**config.mk**
```make
export PLATFORM = sky130hd
export DESIGN_NAME = seg7_display_ctrl
export DESIGN_NICKNAME = d
export VERILOG_FILES = /design/src/rtl/seg7_display_ctrl.sv
export SDC_FILE = /design/constraint.sdc
export NUM_CORES = 1
export LEC_CHECK = 0
export BUFFER_PORTS_ARGS = -buffer_cell sky130_fd_sc_hd__buf_2
export CORE_MARGIN = 10
export CORE_UTILIZATION = 59
export DETAILED_ROUTE_END_ITERATION = 8
export HOLD_SLACK_MARGIN = 0.15
export PLACE_DENSITY_LB_ADDON = 0.15
export SLEW_MARGIN = 0
export SYNTH_ARGS = -nofsm -noshare
export SYNTH_HDL_FRONTEND = slang
export SYNTH_SLANG_ARGS = --single-unit
```
**constraint.sdc**
```tcl
create_clock -name CLOCK_50 -period 2.91 [get_ports CLOCK_50]
set_input_delay 0.582 -clock CLOCK_50 [delete_from_list [all_inputs] [get_ports CLOCK_50]]
set_output_delay 0.582 -clock CLOCK_50 [all_outputs]
set_load 0.02 [all_outputs]
```
**src/rtl/seg7_display_ctrl.sv**
```systemverilog
// Multi-digit 7-segment controller: hex or decimal (double-dabble)
// display of a loaded value with leading-zero blanking and overflow dashes.
module seg7_display_ctrl #(
  parameter int DATA_W     = 16,
  parameter int NUM_DIGITS = 5
) (
  input  logic                    CLOCK_50,
  input  logic                    RESET,
  input  logic                    LOAD,
  input  logic [DATA_W-1:0]       DATA,
  input  logic                    MODE,
  input  logic                    BLANK,
  output logic                    BUSY,
  output logic                    DONE,
  output logic                    OVF,
  output logic [8*NUM_DIGITS-1:0] HEX
);

  // ceil(DATA_W*log10(2)) decimal digits hold any DATA_W-bit value
  localparam int BCD_DIGITS = (DATA_W * 30103 + 99999) / 100000;
  localparam int BCD_W      = 4 * BCD_DIGITS;
  localparam int CNT_W      = $clog2(DATA_W + 1);
  localparam int SRC_W      = 4 * NUM_DIGITS + BCD_W + DATA_W;
  localparam int HEX_W      = 8 * NUM_DIGITS;

  typedef enum logic [1:0] {
    IDLE,
    SHIFT,
    COMMIT
  } state_t;

  state_t             state_q, state_d;
  logic               req_q, req_d;
  logic [DATA_W-1:0]  data_q, data_d;
  logic               mode_q, mode_d;
  logic               blank_q, blank_d;
  logic [BCD_W-1:0]   bcd_q, bcd_d;
  logic [CNT_W-1:0]   cnt_q, cnt_d;
  logic               busy_q, busy_d;
  logic               done_q, done_d;
  logic               ovf_q, ovf_d;
  logic [HEX_W-1:0]   hex_q, hex_d;

  logic [BCD_W-1:0]   adj;
  logic [SRC_W-1:0]   src;
  logic [3:0]         nib;
  logic               seen;
  logic               ovf_c;
  logic [HEX_W-1:0]   dec_hex;

  function automatic logic [7:0] glyph(input logic [3:0] n);
    unique case (n)
      4'h0: return 8'hC0;
      4'h1: return 8'hF9;
      4'h2: return 8'hA4;
      4'h3: return 8'hB0;
      4'h4: return 8'h99;
      4'h5: return 8'h92;
      4'h6: return 8'h82;
      4'h7: return 8'hF8;
      4'h8: return 8'h80;
      4'h9: return 8'h90;
      4'hA: return 8'h88;
      4'hB: return 8'h83;
      4'hC: return 8'hC6;
      4'hD: return 8'hA1;
      4'hE: return 8'h86;
      4'hF: return 8'h8E;
    endcase
  endfunction

  // Double-dabble correction: every BCD nibble >= 5 gets +3
  always_comb begin
    adj = bcd_q;
    for (int i = 0; i < BCD_DIGITS; i++) begin
      if (bcd_q[4*i +: 4] >= 4'd5)
        adj[4*i +: 4] = bcd_q[4*i +: 4] + 4'd3;
    end
  end

  // Digit decode: overflow dashes, leading-zero blanking, glyph lookup.
  // BCD is exact, so in both modes overflow means a nonzero nibble above
  // the displayed digits.
  always_comb begin
    src     = mode_q ? SRC_W'(bcd_q) : SRC_W'(data_q);
    ovf_c   = (src >> (4 * NUM_DIGITS)) != '0;
    seen    = 1'b0;
    nib     = 4'd0;
    dec_hex = '1;
    for (int i = NUM_DIGITS - 1; i >= 0; i--) begin
      nib = src[4*i +: 4];
      if (nib != 4'd0 || i == 0)
        seen = 1'b1;
      if (ovf_c)
        dec_hex[8*i +: 8] = 8'hBF;
      else if (blank_q && !seen)
        dec_hex[8*i +: 8] = 8'hFF;
      else
        dec_hex[8*i +: 8] = glyph(nib);
    end
  end

  // Control FSM: capture request, shift-convert, commit to display
  always_comb begin
    state_d = state_q;
    req_d   = req_q;
    data_d  = data_q;
    mode_d  = mode_q;
    blank_d = blank_q;
    bcd_d   = bcd_q;
    cnt_d   = cnt_q;
    busy_d  = busy_q;
    done_d  = 1'b0;
    ovf_d   = ovf_q;
    hex_d   = hex_q;
    unique case (state_q)
      IDLE: begin
        if (req_q) begin
          req_d  = 1'b0;
          busy_d = 1'b1;
          if (mode_q) begin
            bcd_d   = '0;
            cnt_d   = CNT_W'(DATA_W);
            state_d = SHIFT;
          end else begin
            state_d = COMMIT;
          end
        end else if (LOAD) begin
          req_d   = 1'b1;
          data_d  = DATA;
          mode_d  = MODE;
          blank_d = BLANK;
        end
      end
      SHIFT: begin
        bcd_d  = {adj[BCD_W-2:0], data_q[DATA_W-1]};
        data_d = {data_q[DATA_W-2:0], 1'b0};
        cnt_d  = cnt_q - CNT_W'(1);
        if (cnt_q == CNT_W'(1))
          state_d = COMMIT;
      end
      COMMIT: begin
        hex_d   = dec_hex;
        ovf_d   = ovf_c;
        done_d  = 1'b1;
        busy_d  = 1'b0;
        state_d = IDLE;
      end
      default: state_d = IDLE;
    endcase
  end

  // State and datapath registers; reset blanks the display
  always_ff @(posedge CLOCK_50 or posedge RESET) begin
    if (RESET) begin
      state_q <= IDLE;
      req_q   <= 1'b0;
      data_q  <= '0;
      mode_q  <= 1'b0;
      blank_q <= 1'b0;
      bcd_q   <= '0;
      cnt_q   <= '0;
      busy_q  <= 1'b0;
      done_q  <= 1'b0;
      ovf_q   <= 1'b0;
      hex_q   <= '1;
    end else begin
      state_q <= state_d;
      req_q   <= req_d;
      data_q  <= data_d;
      mode_q  <= mode_d;
      blank_q <= blank_d;
      bcd_q   <= bcd_d;
      cnt_q   <= cnt_d;
      busy_q  <= busy_d;
      done_q  <= done_d;
      ovf_q   <= ovf_d;
      hex_q   <= hex_d;
    end
  end

  assign BUSY = busy_q;
  assign DONE = done_q;
  assign OVF  = ovf_q;
  assign HEX  = hex_q;

endmodule

```
======== After elaboration in Yosys (flattened, before gate mapping) ========
Memories as Yosys holds them, arrays and structs flattened. A register that Yosys moved wholly into a read port is not among the register bits.
Index checks and enable logic that the tools add are counted.
Widths: inputs -> output; s select.
word-level totals
  register bits ........................... 89
  bits in latches ......................... 0
  bits in writable memories ............... 0
  bits in read-only memories .............. 560
  output and inout port bits .............. 43
  word-level logic and storage cells ...... 94
  memories ................................ 5
cells by class
  add/subtract/negate cells ............... 6
  multipliers ............................. 0
  div/mod/pow operators ................... 0
  $lt $le $gt $ge ......................... 5
  equal/unequal tests ..................... 8
  shift operators ......................... 0
  multiplexer cells ....................... 37
  bitwise gates (word level) .............. 1
  reduce and logical (&&, ||, !) cells .... 21
memory list
  name             words  width  read ports  clocked after Yosys merged registers in  wr ports  RTL line  source
  (no name shown)  16     7      1           0                                        0         52        unique case (n)
  (no name shown)  16     7      1           0                                        0         52
  (no name shown)  16     7      1           0                                        0         52
  (no name shown)  16     7      1           0                                        0         52
  (no name shown)  16     7      1           1                                        0         52
operator list
  kind                        count
  $mux 8                      9
  $mux 20                     3
  $reduce_bool 56->1 const A  1
  $pmux 20 s2                 1
  $mux 16                     2
  $pmux 16 s2                 1
  $ge 4x3->1 const B          5
  $add 4x2->4 const B         4
  $mux 4                      4
  $reduce_bool 4->1           4
  $mux 5                      2
  $ne 2x2->1 const B          5
  $pmux 5 s2                  1
  $reduce_and 3->1            3
  $mux 1                      8
  $mux 2                      3
  $eq 5x1->1 const B          1
  $sub 5x1->5 const B         1
  $logic_and 1x1->1           4
  $logic_not 1->1             4
  $pmux 2 s2                  1
  $reduce_and 2->1            2
  $reduce_bool 2->1           2
  $add 3x2->3 const B         1
  6 further kinds             6

======== Longest topological paths before layout ========
  word-level depth ........................ 10
  gate-level depth with buffers ........... 11
  gate-level depth less buffers ........... 7

======== Worst setup path after synthesis ========
Ideal clock, no wire load.
  path kind ............................... register -> register
  from .................................... register mode_q
  to ...................................... register hex_q[9] (netlist: HEX[9])
  setup time .............................. 0.078 ns
  data arrival time ....................... 2.341 ns
  required time ........................... 2.832 ns
  setup slack ............................. 0.491 ns
  stages on the path, launching flop included .. 9
  clock period less this slack ............ 2.419 ns
  cell sequence ........................... dfrtp_1 > buf_6 > buf_6 > mux2i_1 > ha_1 > or4bb_1 > nand2_1 > nand4_1 > a31oi_1
on the way
  longest elaborated chain between the ends .. 10
  elaborated cells on any way between the ends .. 14
  classes of those cells .................. mux: 7; reduce/logical: 6; memory: 1
RTL lines
  what                    RTL line  source
  start, declared         35        logic mode_q, mode_d;
  start signal, assigned  171       mode_q <= mode_d;
  $mux 20 (*)             85        src = mode_q ? SRC_W'(bcd_q) : SRC_W'(data_q);
  $reduce_bool 4->1       92        if (nib != 4'd0 || i == 0)
  $mux 1 (4 in a row)     92
  $logic_not 1->1         96        else if (blank_q && !seen)
  $logic_and 1x1->1       96
  $mux 8 (*)              96
  $mux 8 (*)              94        if (ovf_c)
  end signal, assigned    166       hex_q <= '1;
  end signal, assigned    178       hex_q <= hex_d;
  end, declared           42        logic [HEX_W-1:0] hex_q, hex_d;
Mark *: on every way between the ends. The rest lies on a longest branch, timed or not.
A chain may end at the register's enable or synchronous reset.

======== Worst setup path after layout ========
Same ends and word-level chain as after synthesis.

==> results.sh <==
export IMPL_status="finished clean"
export IMPL_std_cell_rows=34
export IMPL_dieHeight_um=116.0
export IMPL_antenna_found_initial=0
export IMPL_power_leakage_nw=2.629
export IMPL_wl_per_cell_um=16.80
export IMPL_cpPeakStageDelay_ns=0.74
export IMPL_post_cts_resized=0
export IMPL_cts_htree_levels=3
export IMPL_max_cap_viol_count=0
export IMPL_fin_setup_tns_ns=0
export IMPL_synth_seq_cells=83
export IMPL_endpoint="HEX[9]$_DFFE_PP1P_"
export IMPL_cts_tree="done"
export IMPL_rsz0062_at_grt="no"
export IMPL_start_util_pct=61.41
export IMPL_io_pins=64
export IMPL_ant_nets=0
export IMPL_postSynthCellCount=567
export IMPL_period_minus_slack_ns=2.532
export IMPL_syn_avg_cell_area_um2=9.584
export IMPL_wl_mm=12.23
export IMPL_finalHoldViolations=0
export IMPL_overflow=0
export IMPL_power_density_nw_per_um2=1262
export IMPL_drtPass1Iterations=5
export IMPL_r2r_slack_ns=0.38
export IMPL_cts_setup_buffers=0
export IMPL_ys_seq_area_share_pct=39.03
export IMPL_num_vias=4246
export IMPL_cts_root_buf="clkbuf_8"
export IMPL_tightest_slew_ns=0.9688
export IMPL_fmax_mhz=395.0
export IMPL_cp_end_kind="flop"
export IMPL_max_slew_margin_pct=35.41
export IMPL_final_core_util_pct=67.59
export IMPL_synth_enable_flop_cells=0
export IMPL_cts_sinks=83
export IMPL_io_buffer_count=57
export IMPL_worstSkewPairLatency_ns=0.35
export IMPL_coreArea_um2=8848
export IMPL_nNetsFinal=678
export IMPL_synth_ff_type="dfrtp_1"
export IMPL_drv_slew=0
export IMPL_die_w_um=116.0
export IMPL_r2r_start="mode_q$_DFFE_PP0P_"
export IMPL_place_gp_congestion=0.8850
export IMPL_cp_cell_sequence="mux2i_2 > ha_1 > nand3_1 > a211oi_4 > nand4_1 > a31oi_1"
export IMPL_r2r_cells=6
export IMPL_viasPerCell=5.832
export IMPL_numCtsBuffers=9
export IMPL_clock_skew_final_ns=0.01653
export IMPL_n_antenna_cell=0
export IMPL_ys_types=65
export IMPL_required_ns=3.17
export IMPL_crit_type="flop to flop"
export IMPL_area_growth_pct=10.06
export IMPL_cp_slowest_cell="dfrtp_2"
export IMPL_ctsLongestPathBuffers=2
export IMPL_peakVddDrop_mv=0.5287
export IMPL_syn_cell_area_um2=5434
export IMPL_path_clk_slew_ns=0.09
export IMPL_start_kind="flop"
export IMPL_fin_ws_ns=0.3783
export IMPL_drt_iter0_drc=258
export IMPL_hold_path_class="primary input to asynchronous set/reset pin"
export IMPL_synthArstFlopShare_pct=100.0
export IMPL_reg2reg_to="HEX[9]$_DFFE_PP1P_"
export IMPL_die_area_um2=13450
export IMPL_cp_arrival_ns=2.79
export IMPL_fin_crit_sh_pct=87.00
export IMPL_place_hpwl_mm=9.019
export IMPL_grt_pass1_vias=4227
export IMPL_worstSetupStartpoint="mode_q$_DFFE_PP0P_"
export IMPL_critPathMaxFanout=23
export IMPL_grt_max_degree=47
export IMPL_grt_pass1_wl_mm=20.59
export IMPL_holdBufCountCts=0
export IMPL_finalSetupViolCount=0
export IMPL_yosys_warnings=0
export IMPL_grt_use_total_pct=18.56
export IMPL_pre_cts_slack_ns=0.4077
export IMPL_post_route_drc_count=0
export IMPL_drive_gt1_share_pct=25.65
[cell usage after synthesis (2+ instances only)]
cell type | number | area (um2)
nand2_1 | 68 | 255.2
dfrtp_1 | 48 | 1201
ha_1 | 42 | 525.5
nor2_1 | 41 | 153.9
o21ai_0 | 36 | 180.2
dfstp_2 | 35 | 919.6
mux2i_1 | 33 | 330.3
inv_1 | 32 | 120.1
a21oi_1 | 26 | 130.1
mux2_2 | 18 | 202.7
o22ai_1 | 17 | 106.4
clkbuf_1 | 16 | 60.06
a31oi_1 | 12 | 75.07
nand2b_1 | 10 | 62.56
buf_4 | 9 | 67.56
nor3_1 | 9 | 45.04
nand3_1 | 8 | 40.04
mux2i_2 | 7 | 96.34
nor3b_1 | 7 | 52.55
o31ai_1 | 7 | 52.55
buf_2 | 6 | 30.03
xnor2_1 | 6 | 52.55
a32o_1 | 5 | 50.05
a22oi_1 | 4 | 30.03
o21a_1 | 4 | 30.03
a221oi_1 | 3 | 26.28
a32oi_1 | 3 | 26.28
a41oi_1 | 3 | 26.28
and2_1 | 3 | 18.77
nand3b_1 | 3 | 22.52
or3_1 | 3 | 18.77
a211o_1 | 2 | 17.52
buf_6 | 2 | 22.52
conb_1 | 2 | 7.510
mux2_4 | 2 | 30.03
mux4_2 | 2 | 45.04
nor2b_1 | 2 | 12.51
nor4_1 | 2 | 12.51
nor4b_1 | 2 | 17.52
o221ai_1 | 2 | 17.52
[cell usage in the layout (no fill, tap or decap), drive strengths merged, types with 4 or more instances in the layout]
cell type	n
xnor2	6
mux2i	41
o22ai	17
o31ai	7
clkbuf	12
a32o	5
o21ai	36
mux2	20
dfrtp	48
buf	68
ha	42
a22oi	4
nand2b	10
dfstp	35
inv	32
nand2	68
nor3	9
nor2	42
conb	6
o21a	4
a21oi	27
nand3	8
a31oi	12
nor3b	7
[sequential cells by signal (all words and copies together), names as in the netlist]
signal,cells
cnt_q,5
BUSY,1
bcd_q,20
HEX,35
state_q,2
data_q,16
DONE,1
mode_q,1
req_q,1
blank_q,1
[worst min-delay path by stage]
stage	endpoint	startpoint	slack [ns]	depth (start not counted)
2_1_floorplan	data_q[14]$_DFFE_PP0P_	data_q[13]$_DFFE_PP0P_	0.47	2
3_3_place_gp	HEX[3]$_DFFE_PP1P_	HEX[3]$_DFFE_PP1P_	0.45	2
3_5_place_dp	HEX[3]$_DFFE_PP1P_	HEX[3]$_DFFE_PP1P_	0.47	2
4_1_cts	data_q[1]$_DFFE_PP0P_	RESET	0.31	2
5_1_grt	data_q[1]$_DFFE_PP0P_	RESET	0.35	2
6_report	data_q[1]$_DFFE_PP0P_	RESET	0.31	2
[worst max-delay path, delay by kind of cell (launching register included)]
| kind | cells | cell delay, ns |
|---|---|---|
| mux | 1 | 0.51 |
| simple gates | 2 | 0.35 |
| fa+ha+maj | 1 | 0.27 |
| compound gates | 2 | 0.56 |
| flops | 1 | 0.74 |
[where the power goes]
| part | leakage (nW) | total (mW) | switching [mW] | internal [mW] |
|---|---|---|---|---|
| clock network | 0.103 | 0.868 | 0.424 | 0.444 |
| registers | 0.984 | 2.40 | 0.551 | 1.85 |
| logic | 1.54 | 4.28 | 2.50 | 1.78 |
| total | 2.63 | 7.55 | 3.48 | 4.07 |
[area by class of cell]
type	count	area, um2
Timing Repair Buffer	68	380.4
Fill cell	725	2868
Clock buffer	12	155.1
Sequential cell	83	2122
Tap cell	108	135.1
Multi-Input combinational cell	420	3014
Clock inverter	4	48.80
Inverter	33	125.1
[through the flow]
stage               power, mW  instance area [um2]  std cells  hold WS [ns]
floorplan               5.664                 5449        571        0.4668
global placement        6.518                 5777        712        0.4475
detailed placement      6.687                 5777        712        0.4661
CTS                     7.575                 5981        728        0.3120
global route            8.226                 5981        728        0.3542
finish                  7.549                 5981        728        0.3071
[routing by layer]
| metal | vias up | wire, um | global-route usage, % |
|---|---|---|---|
| li1 | 2092 | - | - |
| met1 | 2022 | 5533 | 23.98 |
| met4 | 0 | 199 | 6.172 |
| met3 | 19 | 640 | 2.481 |
| met5 | - | 0 | 0 |
| met2 | 113 | 5856 | 31.44 |
[logic make-up after synthesis]
| logic type | count (synthesis) | share of synthesized area [%] |
|---|---|---|
| adders and majority gates | 42 | 9.671 |
| AOI/OAI and AO/OA | 135 | 16.16 |
| muxes | 63 | 13.38 |
| DFF | 83 | 39.03 |
| and+or+nand+nor | 167 | 14.55 |
| xor gates and xnor gates | 7 | 1.128 |
| buffers and inverters | 68 | 5.940 |
| other | 2 | 0.1382 |
(Power assumes the default switching activity.)
